===== src/rtl/pll_rst_ctrl.sv =====
// PLL reset sequencer: pulses the PLL reset, waits for a qualified lock, then
// releases the downstream reset. Retries on timeout or lock glitches, and
// latches a sticky failure once the retry budget is used up.
module pll_rst_ctrl #(
    parameter int RST_CYCLES   = 100,    // pll_rst high time per attempt
    parameter int LOCK_TIMEOUT = 50000,  // max cycles waiting for lock per attempt
    parameter int LOCK_STABLE  = 1024,   // consecutive lock cycles before release (>= 2)
    parameter int MAX_RETRY    = 7       // retries before declaring failure (1..15)
) (
    input  logic       clk,
    input  logic       rst_n,
    input  logic       pll_lock,
    input  logic       restart,
    output logic       pll_rst,
    output logic       sys_rst_n,
    output logic       ready,
    output logic       fail,
    output logic [3:0] retry_cnt
);

    localparam int CNT_MAX_A = (RST_CYCLES > LOCK_TIMEOUT) ? RST_CYCLES : LOCK_TIMEOUT;
    localparam int CNT_MAX   = (CNT_MAX_A > LOCK_STABLE) ? CNT_MAX_A : LOCK_STABLE;
    localparam int CW        = $clog2(CNT_MAX + 1);

    localparam logic [CW-1:0] RST_LAST = CW'(RST_CYCLES - 1);
    localparam logic [CW-1:0] TO_LAST  = CW'(LOCK_TIMEOUT - 1);
    // The WAIT_LOCK cycle that first sees lock_s counts as the first stable
    // cycle, so STABLE itself needs LOCK_STABLE-1 more lock_s=1 cycles.
    localparam logic [CW-1:0] STB_LAST = CW'((LOCK_STABLE >= 2) ? LOCK_STABLE - 2 : 0);
    localparam logic [3:0]    RETRY_MAX = 4'(MAX_RETRY);

    typedef enum logic [2:0] {
        RESET_PLL,
        WAIT_LOCK,
        STABLE,
        RUN,
        FAIL
    } state_t;

    state_t        state, state_nxt;
    logic [CW-1:0] cnt, cnt_nxt;
    logic [3:0]    retry_nxt;
    logic          retry_evt;
    logic          lock_m, lock_s;

    // Two-flop synchronizer for the asynchronous PLL lock indication
    always_ff @(posedge clk or negedge rst_n) begin
        if (!rst_n) begin
            lock_m <= 1'b0;
            lock_s <= 1'b0;
        end else begin
            lock_m <= pll_lock;
            lock_s <= lock_m;
        end
    end

    // Next-state, shared counter and retry bookkeeping
    always_comb begin
        state_nxt = state;
        cnt_nxt   = cnt + CW'(1);
        retry_nxt = retry_cnt;
        retry_evt = 1'b0;
        if (restart) begin
            state_nxt = RESET_PLL;
            cnt_nxt   = '0;
            retry_nxt = '0;
        end else begin
            case (state)
                RESET_PLL: if (cnt == RST_LAST) state_nxt = WAIT_LOCK;
                WAIT_LOCK: begin
                    if (lock_s)               state_nxt = STABLE;
                    else if (cnt == TO_LAST)  retry_evt = 1'b1;
                end
                STABLE: begin
                    if (!lock_s)              retry_evt = 1'b1;
                    else if (cnt == STB_LAST) state_nxt = RUN;
                end
                RUN: begin
                    cnt_nxt = cnt;  // idle here; hold rather than wrap
                    if (!lock_s) begin
                        state_nxt = RESET_PLL;  // new episode
                        retry_nxt = '0;
                    end
                end
                FAIL:    cnt_nxt = cnt;
                default: state_nxt = RESET_PLL;
            endcase
            if (retry_evt) begin
                if (retry_cnt >= RETRY_MAX) begin
                    state_nxt = FAIL;
                end else begin
                    state_nxt = RESET_PLL;
                    retry_nxt = retry_cnt + 4'd1;
                end
            end
        end
        if (state_nxt != state) cnt_nxt = '0;
    end

    // State register with outputs decoded from next state so they line up with it
    always_ff @(posedge clk or negedge rst_n) begin
        if (!rst_n) begin
            state     <= RESET_PLL;
            cnt       <= '0;
            retry_cnt <= '0;
            pll_rst   <= 1'b1;
            sys_rst_n <= 1'b0;
            ready     <= 1'b0;
            fail      <= 1'b0;
        end else begin
            state     <= state_nxt;
            cnt       <= cnt_nxt;
            retry_cnt <= retry_nxt;
            pll_rst   <= (state_nxt == RESET_PLL) || (state_nxt == FAIL);
            sys_rst_n <= (state_nxt == RUN);
            ready     <= (state_nxt == RUN);
            fail      <= (state_nxt == FAIL);
        end
    end

endmodule


===== config.mk =====
export PLATFORM = sky130hd
export DESIGN_NAME = pll_rst_ctrl
export DESIGN_NICKNAME = d
export VERILOG_FILES = /design/src/rtl/pll_rst_ctrl.sv
export SDC_FILE = /design/constraint.sdc
export NUM_CORES = 1
export LEC_CHECK = 0
export BUFFER_PORTS_ARGS = -buffer_cell sky130_fd_sc_hd__buf_4
export CAP_MARGIN = 20
export CORE_MARGIN = 3
export CORE_UTILIZATION = 58
export DETAILED_ROUTE_END_ITERATION = 6
export PLACE_DENSITY = 0.85
export RECOVER_POWER = 25
export SLEW_MARGIN = 15
export SYNTH_ARGS = -nofsm -noshare
export SYNTH_HDL_FRONTEND = slang
export SYNTH_SLANG_ARGS = --single-unit
export TNS_END_PERCENT = 1

===== constraint.sdc =====
create_clock -name clk -period 2.8 [get_ports clk]
set_input_delay 0.28 -clock clk [delete_from_list [all_inputs] [get_ports clk]]
set_output_delay 0.28 -clock clk [all_outputs]
set_load 0.05 [all_outputs]

==> flow_summary.json, run 1 <==
{
  "hold_start": "pll_lock",
  "place_congestion": 0.886,
  "cap_violations": 0,
  "area_delta_synth_final_pct": 8.73,
  "synth-compound-area-share": 0.0962,
  "antenna_found_initial": 0,
  "post_drt_wl_per_cell_um": 16.1,
  "synth-seq-area-share": 0.450,
  "die_y_um": 57.9,
  "synth_top_cell_by_area": "dfrtp_1",
  "drt_iter0_drc": 53,
  "status": "finished clean",
  "synth_edf_count": 0,
  "h-tree-depth": 1,
  "fin_nets": 177,
  "holdPathStages": 1,
  "netlist_instances": 159,
  "drive_gt1_frac": 0.154,
  "synthFlopType": "dfrtp_1",
  "wirelength_um": 3210,
  "cts_sinks": 28,
  "r2r-end": "cnt[8]",
  "grt_max_degree": 29,
  "max_stage_delay_ns": 0.68,
  "crit_path_start_kind": "flip-flop",
  "coreArea_mm2": 0.00252,
  "synth_top_family_by_area": "simple AND/OR/NAND/NOR gates",
  "total_power_mw": 0.659,
  "hold_viol": 0,
  "crit_chain": "or4b_2 > nor3_1 > o21ai_0 > o21bai_1 > nor3_1",
  "power_leakage_nw": 0.752,
  "die_area_mm2": 0.00335,
  "synth_nets": 166,
  "grt_usage": 0.205,
  "place_inst": 194,
  "grt_pass1_vias": 1218,
  "clk_path_buf_depth": 2,
  "dr_total_vias": 1269,
  "min_path_type": "primary input to flip-flop",
  "post-place-ws_ns": 0.342,
  "vdd_drop_max_v": 0.000383,
  "clkLatencyLatePin_ns": 0.33,
  "start_util": 0.619,
  "cp-end-kind": "flip-flop",
  "layout_common_cells": "dfrtp_1 (27), nor2_1 (16), nand2_1 (15)",
  "yosysWarnings": 0,
  "rows": 18,
  "tritoncts": "done",
  "met2_usage": 0.353,
  "grt.met3_usage": 0.0356,
  "syn_area_mm2": 0.00156,
  "hold_ws_ns": 0.0582,
  "drv_slew": 0,
  "crit_type": "flip-flop to flip-flop",
  "dr.pass1.iters": 4,
  "drtAntennaViolNets": 0,
  "tightestPinTransition_ns": 1.41,
  "yosys-top-cells-area": "dfrtp_1 (43%), xor2_1 (6.7%), nor2_1 (3.8%)",
  "worst_slack_ns": 0.327,
  "max_freq_mhz": 404,
  "cp_data_arrival_time_ns": 2.67,
  "synth_fa_ha_area_frac": 0.0240,
  "worst_hold_path.endpoint": "lock_m",
  "path_common_cell": "nor3_1",
  "p_per_area_mw_per_mm2": 388,
  "muxShareOfSynthArea": 0.0128,
  "synthSimpleGateAreaFrac": 0.296,
  "post_cts_buffers": 0,
  "avgSynthCellArea_um2": 9.82,
  "cp.required_ns": 3.00,
  "layout_min_cycle_time_ns": 2.47,
  "grt_pass1_wl_um": 5380,
  "synth-seq-cells": 28,
  "synth_top_cell_area_share": 0.433,
  "via_per_inst": 6.38,
  "dp_hpwl_um": 2290,
  "grt_overflow": 0,
  "busiest_layer": "met2",
  "skew_ns": 0.00233,
  "reg2reg_from": "state[2]",
  "cts_resized": 0,
  "grtUsageMet1": 0.250,
  "route.detailed.drc": 0,
  "stdcell_count": 199,
  "slew-limit-headroom": 0.0607,
  "dieWidth_um": 57.9,
  "setup-violations-final": 0,
  "cp_slowest_cell": "o21bai_1",
  "antennaDiodeCount": 0,
  "cp_max_fo": 14,
  "clk_pin_slew_ns": 0.15,
  "synthXorXnorAreaFrac": 0.0897,
  "r2r_slack_ns": 0.33,
  "final_common_cell": "dfrtp_1",
  "tns_ns": 0,
  "rr_worst_depth": 5,
  "numCtsBuffers": 3,
  "async_reset_ff_frac": 1.00,
  "ctsRootBufferMaster": "clkbuf_4",
  "period_share": 0.883,
  "ys_types": 45,
  "ios": 12,
  "io_buffers": 11,
  "grt_setup_unrepaired": "no"
}
[timing repair]
action / 4_1_cts / 5_1_grt
hold endpoints to repair: 27 / 0
hold buffers: 1 / 0
endpoints found under the setup margin: 0 / 0
[flip-flops by register name (all words and copies together), names as in the netlist]
register   count
pll_rst        1
cnt           16
state          3
lock_s         1
ready          1
fail           1
retry_cnt      4
lock_m         1
[synthesized netlist by cell type (all sizes together), types with 4 or more instances]
| cell | n |
|---|---|
| nand4 | 6 |
| xor2 | 12 |
| o21ai | 4 |
| nor3 | 9 |
| inv | 4 |
| and3 | 4 |
| a21oi | 4 |
| dfrtp | 27 |
| and4 | 4 |
| nand2 | 15 |
| xnor2 | 4 |
| nor2 | 16 |
| clkbuf | 4 |
[worst max-delay path, delay by kind of cell, from the launching register on]
kind	cells	cell delay, ns
flops	1	0.56
compound gates	2	0.81
simple gates	3	0.96
[cell type report]
class                   count  area [um2]
multi-input cells         120         811
flip-flops and latches     28         702
well taps                  30        37.5
clock buffers               4        36.3
inverters                   4        15.0
repair buffers             13        96.3
fillers                   204         825
[routing by layer]
layer  share of wire  wire length (um)  vias to the layer above
met2            0.51              1630                       44
met3           0.050               161                        9
li1                -                 -                      588
met1            0.42              1360                      628
met5               0                 0                        -
met4           0.018                59                        0
[where the power goes]
part / leakage, nW / internal [mW] / total, mW / switching [mW]
logic: 0.350 / 0.0149 / 0.0412 / 0.0262
clock network: 0.0210 / 0.0798 / 0.200 / 0.120
registers: 0.381 / 0.410 / 0.418 / 0.00846
total: 0.752 / 0.504 / 0.659 / 0.155
[per-stage QoR]
stage / cell area [um2] / utilization
3_3_place_gp: 1660 / 0.656
6_report: 1700 / 0.673
3_5_place_dp: 1660 / 0.656
5_1_grt: 1700 / 0.673
2_1_floorplan: 1560 / -
4_1_cts: 1700 / 0.675
[cells by family (layout without fill, tap and decap cells)]
logic type,Yosys count,count (layout)
AOI/OAI and AO/OA,20,20
DFF,28,28
buffers and inverters,11,21
muxes,2,2
and+or+nand+nor,79,79
xor gates and xnor gates,16,16
adders and majority gates,3,3
[worst max path at each step]
stage,end,cells after the start,slack (ns),start
after floorplan,cnt[0],6,0.69,cnt[13]
after global placement,cnt[10],5,0.49,cnt[13]
after detailed placement,cnt[9],5,0.34,state[2]
after CTS,cnt[9],5,0.32,state[2]
after global routing,cnt[9],5,0.16,state[2]
final,cnt[8],5,0.33,state[2]
Note: power is estimated with default switching activity, not from simulation.
==> run 2, diff against run 1 <==
- CORE_UTILIZATION: 58 -> 35
- CTS_BUF_LIST: default -> sky130_fd_sc_hd__clkbuf_4
- PLACE_DENSITY: 0.85 -> 0.59
==> run 2 against run 1 <==
  * Sequential share of layout area is 0.98 points lower
  * Sequential cell count stayed put
  * Final cell count is 10% higher
  * Worst hold slack better by 0.012 ns
  * Final area is 2.4% higher
  * Clock power is 32% higher
  * Critical endpoint is now cnt[0]
==> flow_summary.json, run 2 (synthesis gave the netlist of run 1 again) <==
{
  "ios": 12,
  "coreArea_mm2": 0.00414,
  "numCtsBuffers": 3,
  "dp_hpwl_um": 2410,
  "top_register": "cnt",
  "final_cell_area_mm2": 0.00174,
  "cap_violations": 0,
  "total_power_mw": 0.726,
  "p_sw_mw": 0.156,
  "ctsRootBufferMaster": "clkbuf_4",
  "drtAntennaViolNets": 0,
  "p_clk_frac": 0.365,
  "tightestPinTransition_ns": 1.49,
  "hold_viol": 0,
  "startpoint": "cnt[13]",
  "clkLatencyLatePin_ns": 0.33,
  "setup-violations-final": 0,
  "drive_gt1_frac": 0.154,
  "layout_common_cells": "dfrtp_1 (27), nor2_1 (16), nand2_1 (15)",
  "tns_ns": 0,
  "largest_reg_flops": 16,
  "drt_iter0_drc": 51,
  "grt_max_degree": 29,
  "cp_data_arrival_time_ns": 2.51,
  "die_y_um": 72.8,
  "slew-limit-headroom": 0.00865,
  "clk_path_buf_depth": 2,
  "period_share": 0.821,
  "grt_setup_unrepaired": "no",
  "reg_top3": "cnt x16, retry_cnt x4, state x3",
  "cts_resized": 0,
  "area_delta_synth_final_pct": 11.4,
  "layout_min_cycle_time_ns": 2.30,
  "rows": 23,
  "grt_pass1_wl_um": 5790,
  "skew_ns": 0.00789,
  "drv_slew": 0,
  "r2r-end": "cnt[0]",
  "cp_max_fo": 11,
  "cts_sinks": 28,
  "post_drt_wl_per_cell_um": 15.0,
  "seq_power_share": 0.575,
  "grt_overflow": 0,
  "dr.pass1.iters": 4,
  "clk_pin_slew_ns": 0.16,
  "max_freq_mhz": 435,
  "rr_worst_depth": 6,
  "power.internal_mw": 0.570,
  "crit_path_start_kind": "flip-flop",
  "tritoncts": "done",
  "antenna_found_initial": 0,
  "die_area_mm2": 0.00530,
  "grt_usage": 0.136,
  "crit_type": "flip-flop to flip-flop",
  "swShare": 0.215,
  "status": "finished clean",
  "dr_total_vias": 1216,
  "via_per_inst": 5.55,
  "final_common_cell": "dfrtp_1",
  "min_path_type": "primary input to flip-flop",
  "comb_power_share": 0.059,
  "cp.required_ns": 3.01,
  "placed_area_mm2": 0.00168,
  "dieWidth_um": 72.8,
  "grt_pass1_vias": 1283,
  "r2r_slack_ns": 0.50,
  "h-tree-depth": 1,
  "p_per_area_mw_per_mm2": 418,
  "endpoint": "cnt[0]",
  "cp-end-kind": "flip-flop",
  "antennaDiodeCount": 0,
  "power_leakage_nw": 0.758,
  "vdd_drop_max_v": 0.000242,
  "reg2reg_from": "cnt[13]",
  "place_congestion": 0.820,
  "wirelength_um": 3290,
  "route.detailed.drc": 0,
  "fin_nets": 177,
  "io_buffers": 11,
  "start_util": 0.377
}
-- run 2: cell type report --
cell class                      count  area [um2]
Clock buffer                        3        22.5
Inverter                            4        15.0
Fill cell                         423        2400
Tap cell                           50        62.6
Timing Repair Buffer               13        96.3
Multi-Input combinational cell    120         811
Sequential cell                    28         702
Clock inverter                      1        30.0
-- run 2: how the worst min path moves through the flow --
| stage | startpoint | end | slack (ns) | cells past startpoint |
|---|---|---|---|---|
| global placement | rst_n | cnt[0] | 0.21 | 1 |
| CTS | pll_lock | lock_m | 0.03 | 1 |
| detailed placement | rst_n | cnt[3] | 0.22 | 1 |
| finish | pll_lock | lock_m | 0.07 | 1 |
| global route | pll_lock | lock_m | 0.04 | 1 |
| floorplan | rst_n | cnt[0] | -0.02 | 0 |
-- run 2: power groups by stage --
stage	sequential (mW)	combinational [mW]	clock (mW)
final	0.418	0.0431	0.265
after global routing	0.419	0.0497	0.292
after CTS	0.418	0.0449	0.279
after detailed placement	0.425	0.0435	0
after global placement	0.425	0.0416	0
after floorplan	0.422	0.0278	0
-- run 2: timing repair --
item,4_1_cts,5_1_grt
hold endpoints to repair,27,0
buffers inserted,0,0
setup endpoints to repair,0,0
hold buffers,1,0
-- run 2: critical path: stages (launching register included) --
cell and delay, ns:
dfrtp_1 0.43, or4_1 0.55, or4_4 0.49, o211ai_2 0.28, o21bai_1 0.16, buf_4 0.20, nor3_1 0.07
-- run 2: stage by stage --
stage	hold WS, ns	cells	setup slack (ns)	utilization
2_1_floorplan	-0.0156	159	0.687	-
3_3_place_gp	0.213	214	0.616	0.405
3_5_place_dp	0.221	214	0.529	0.405
4_1_cts	0.0291	219	0.492	0.421
5_1_grt	0.0404	219	0.385	0.420
6_report	0.0698	219	0.502	0.420
-- run 2: per-layer routing --
layer	share of wire	vias up	track usage	routed length, um
met5	0	-	0	0
li1	-	586	-	-
met2	0.49	19	0.230	1620
met1	0.47	609	0.182	1530
met4	0.0073	0	0.0184	24
met3	0.035	2	0.0317	114
==> run 3, diff against run 2 <==
- clock period: 2.8 -> 2.28 ns (I/O delays scaled with it)
==> run 3 against run 2 <==
  * The run now ends with max-capacitance violations, max-slew violations left
  * Sequential cell count unchanged
  * Final area up 3.4%
  * Clock skew down 0.0020 ns
  * Largest cell class unchanged
  * Core utilization up 1.4 points
  * Sequential power up 22%
  * Non-clock buffer count up 7
==> flow_summary.json, run 3 (synthesis gave the netlist of run 1 again) <==
{
  "status": "complete, but fails checks",
  "violations": "max-capacitance violations, max-slew violations",
  "min_path_type": "primary input to flip-flop",
  "swShare": 0.225,
  "power.internal_mw": 0.705,
  "period_share": 0.993,
  "p_sw_mw": 0.204,
  "start_util": 0.377,
  "hold_start": "restart",
  "filler_cell_count": 425,
  "total_power_mw": 0.910,
  "ios": 12,
  "post_drt_wl_per_cell_um": 15.6,
  "clk_pin_slew_ns": 0.16,
  "place_congestion": 0.904,
  "hold_ws_ns": 0.0807,
  "power_leakage_nw": 0.793,
  "max_freq_mhz": 442,
  "slew-limit-headroom": -0.00921,
  "cp-end-kind": "flip-flop",
  "p_clk_frac": 0.370,
  "h-tree-depth": 1,
  "p_per_area_mw_per_mm2": 506,
  "layout_min_cycle_time_ns": 2.26,
  "dr_total_vias": 1281,
  "seq_power_share": 0.562,
  "crit_type": "flip-flop to flip-flop",
  "final_common_cell": "dfrtp_1",
  "layout_common_cells": "dfrtp_1 (27), nor2_1 (16), buf_4 (16)",
  "cp_data_arrival_time_ns": 2.53,
  "holdPathStages": 2,
  "die_y_um": 72.8,
  "drv_slew": 29,
  "antenna_found_initial": 0,
  "top_register": "cnt",
  "cap_violations": 1,
  "place_inst": 220,
  "drt_iter0_drc": 81,
  "fin_nets": 184,
  "wirelength_um": 3520,
  "placed_area_mm2": 0.00173,
  "die_area_mm2": 0.00530,
  "reg_top3": "cnt x16, retry_cnt x4, state x3",
  "vdd_drop_max_v": 0.000330,
  "reg2reg_from": "cnt[12]",
  "clkLatencyLatePin_ns": 0.34,
  "setup-violations-final": 0,
  "cts_sinks": 28,
  "worst_hold_path.endpoint": "fail",
  "rows": 23,
  "hold_viol": 0,
  "tritoncts": "done",
  "dr.pass1.iters": 4,
  "cp.required_ns": 2.55,
  "rr_worst_depth": 5,
  "grt_overflow": 0,
  "via_per_inst": 5.67,
  "r2r_slack_ns": 0.02,
  "final_cell_area_mm2": 0.00180,
  "post_cts_buffers": 0,
  "cp_max_fo": 5,
  "grt_usage": 0.148,
  "route.detailed.drc": 0,
  "drtAntennaViolNets": 0,
  "grt_pass1_vias": 1250,
  "crit_path_start_kind": "flip-flop",
  "post-place-ws_ns": 0.0150,
  "stdcell_count": 226,
  "comb_power_share": 0.067,
  "antennaDiodeCount": 0,
  "area_delta_synth_final_pct": 15.1,
  "drive_gt1_frac": 0.188,
  "dieWidth_um": 72.8,
  "dp_hpwl_um": 2560,
  "grt_setup_unrepaired": "yes",
  "numCtsBuffers": 3,
  "r2r-end": "retry_cnt[1]",
  "skew_ns": 0.00592,
  "clk_path_buf_depth": 2,
  "tightestPinTransition_ns": 1.51,
  "grt_pass1_wl_um": 6160,
  "ctsRootBufferMaster": "clkbuf_4",
  "multiInputGateArea_um2": 815,
  "largest_reg_flops": 16,
  "worst_slack_ns": 0.0161,
  "seq_area_um2": 702,
  "coreArea_mm2": 0.00414,
  "io_buffers": 11,
  "grt_max_degree": 29,
  "tns_ns": 0,
  "finish.utilization": 0.434
}
[run 3: cell type report]
cell class                 count  share of cell area
clock buffer                   3              0.0125
clock inverter                 1              0.0167
inverter                       4             0.00835
multi-input combinational    120               0.453
sequential                    28               0.390
tap                           50              0.0348
timing repair buffer          20              0.0842
[run 3: how the worst max path moves through the flow]
stage	cells past startpoint	start	to
floorplan	6	cnt[13]	cnt[0]
global placement	5	cnt[13]	retry_cnt[0]
detailed placement	5	cnt[12]	retry_cnt[1]
CTS	5	cnt[12]	retry_cnt[1]
global route	5	cnt[13]	retry_cnt[1]
finish	5	cnt[12]	retry_cnt[1]
[run 3: metal layers]
| layer | up-vias | global-route usage | part of all wire |
|---|---|---|---|
| li1 | 607 | - | - |
| met1 | 626 | 0.204 | 0.46 |
| met2 | 42 | 0.233 | 0.46 |
| met3 | 6 | 0.0386 | 0.058 |
| met4 | 0 | 0.0369 | 0.014 |
| met5 | - | 0 | 0 |
[run 3: power by group through the flow]
stage	clock network, mW	registers (mW)	logic, mW
5_1_grt	0.366	0.513	0.0701
4_1_cts	0.352	0.512	0.0644
2_1_floorplan	0	0.518	0.0341
6_report	0.337	0.512	0.0613
3_5_place_dp	0	0.520	0.0614
3_3_place_gp	0	0.520	0.0583
[run 3: what timing repair did]
item	CTS	global route
cloned	0	0
hold endpoints to repair	28	0
resized for setup	1	0
hold buffers	2	0
setup endpoints to repair	1	3
[run 3: critical path, stage by stage, from the launching register on]
cell	delay (ns)
dfrtp_1	0.45
or4_4	0.53
or4_4	0.48
o21ai_2	0.15
nor4b_4	0.33
mux2i_1	0.25
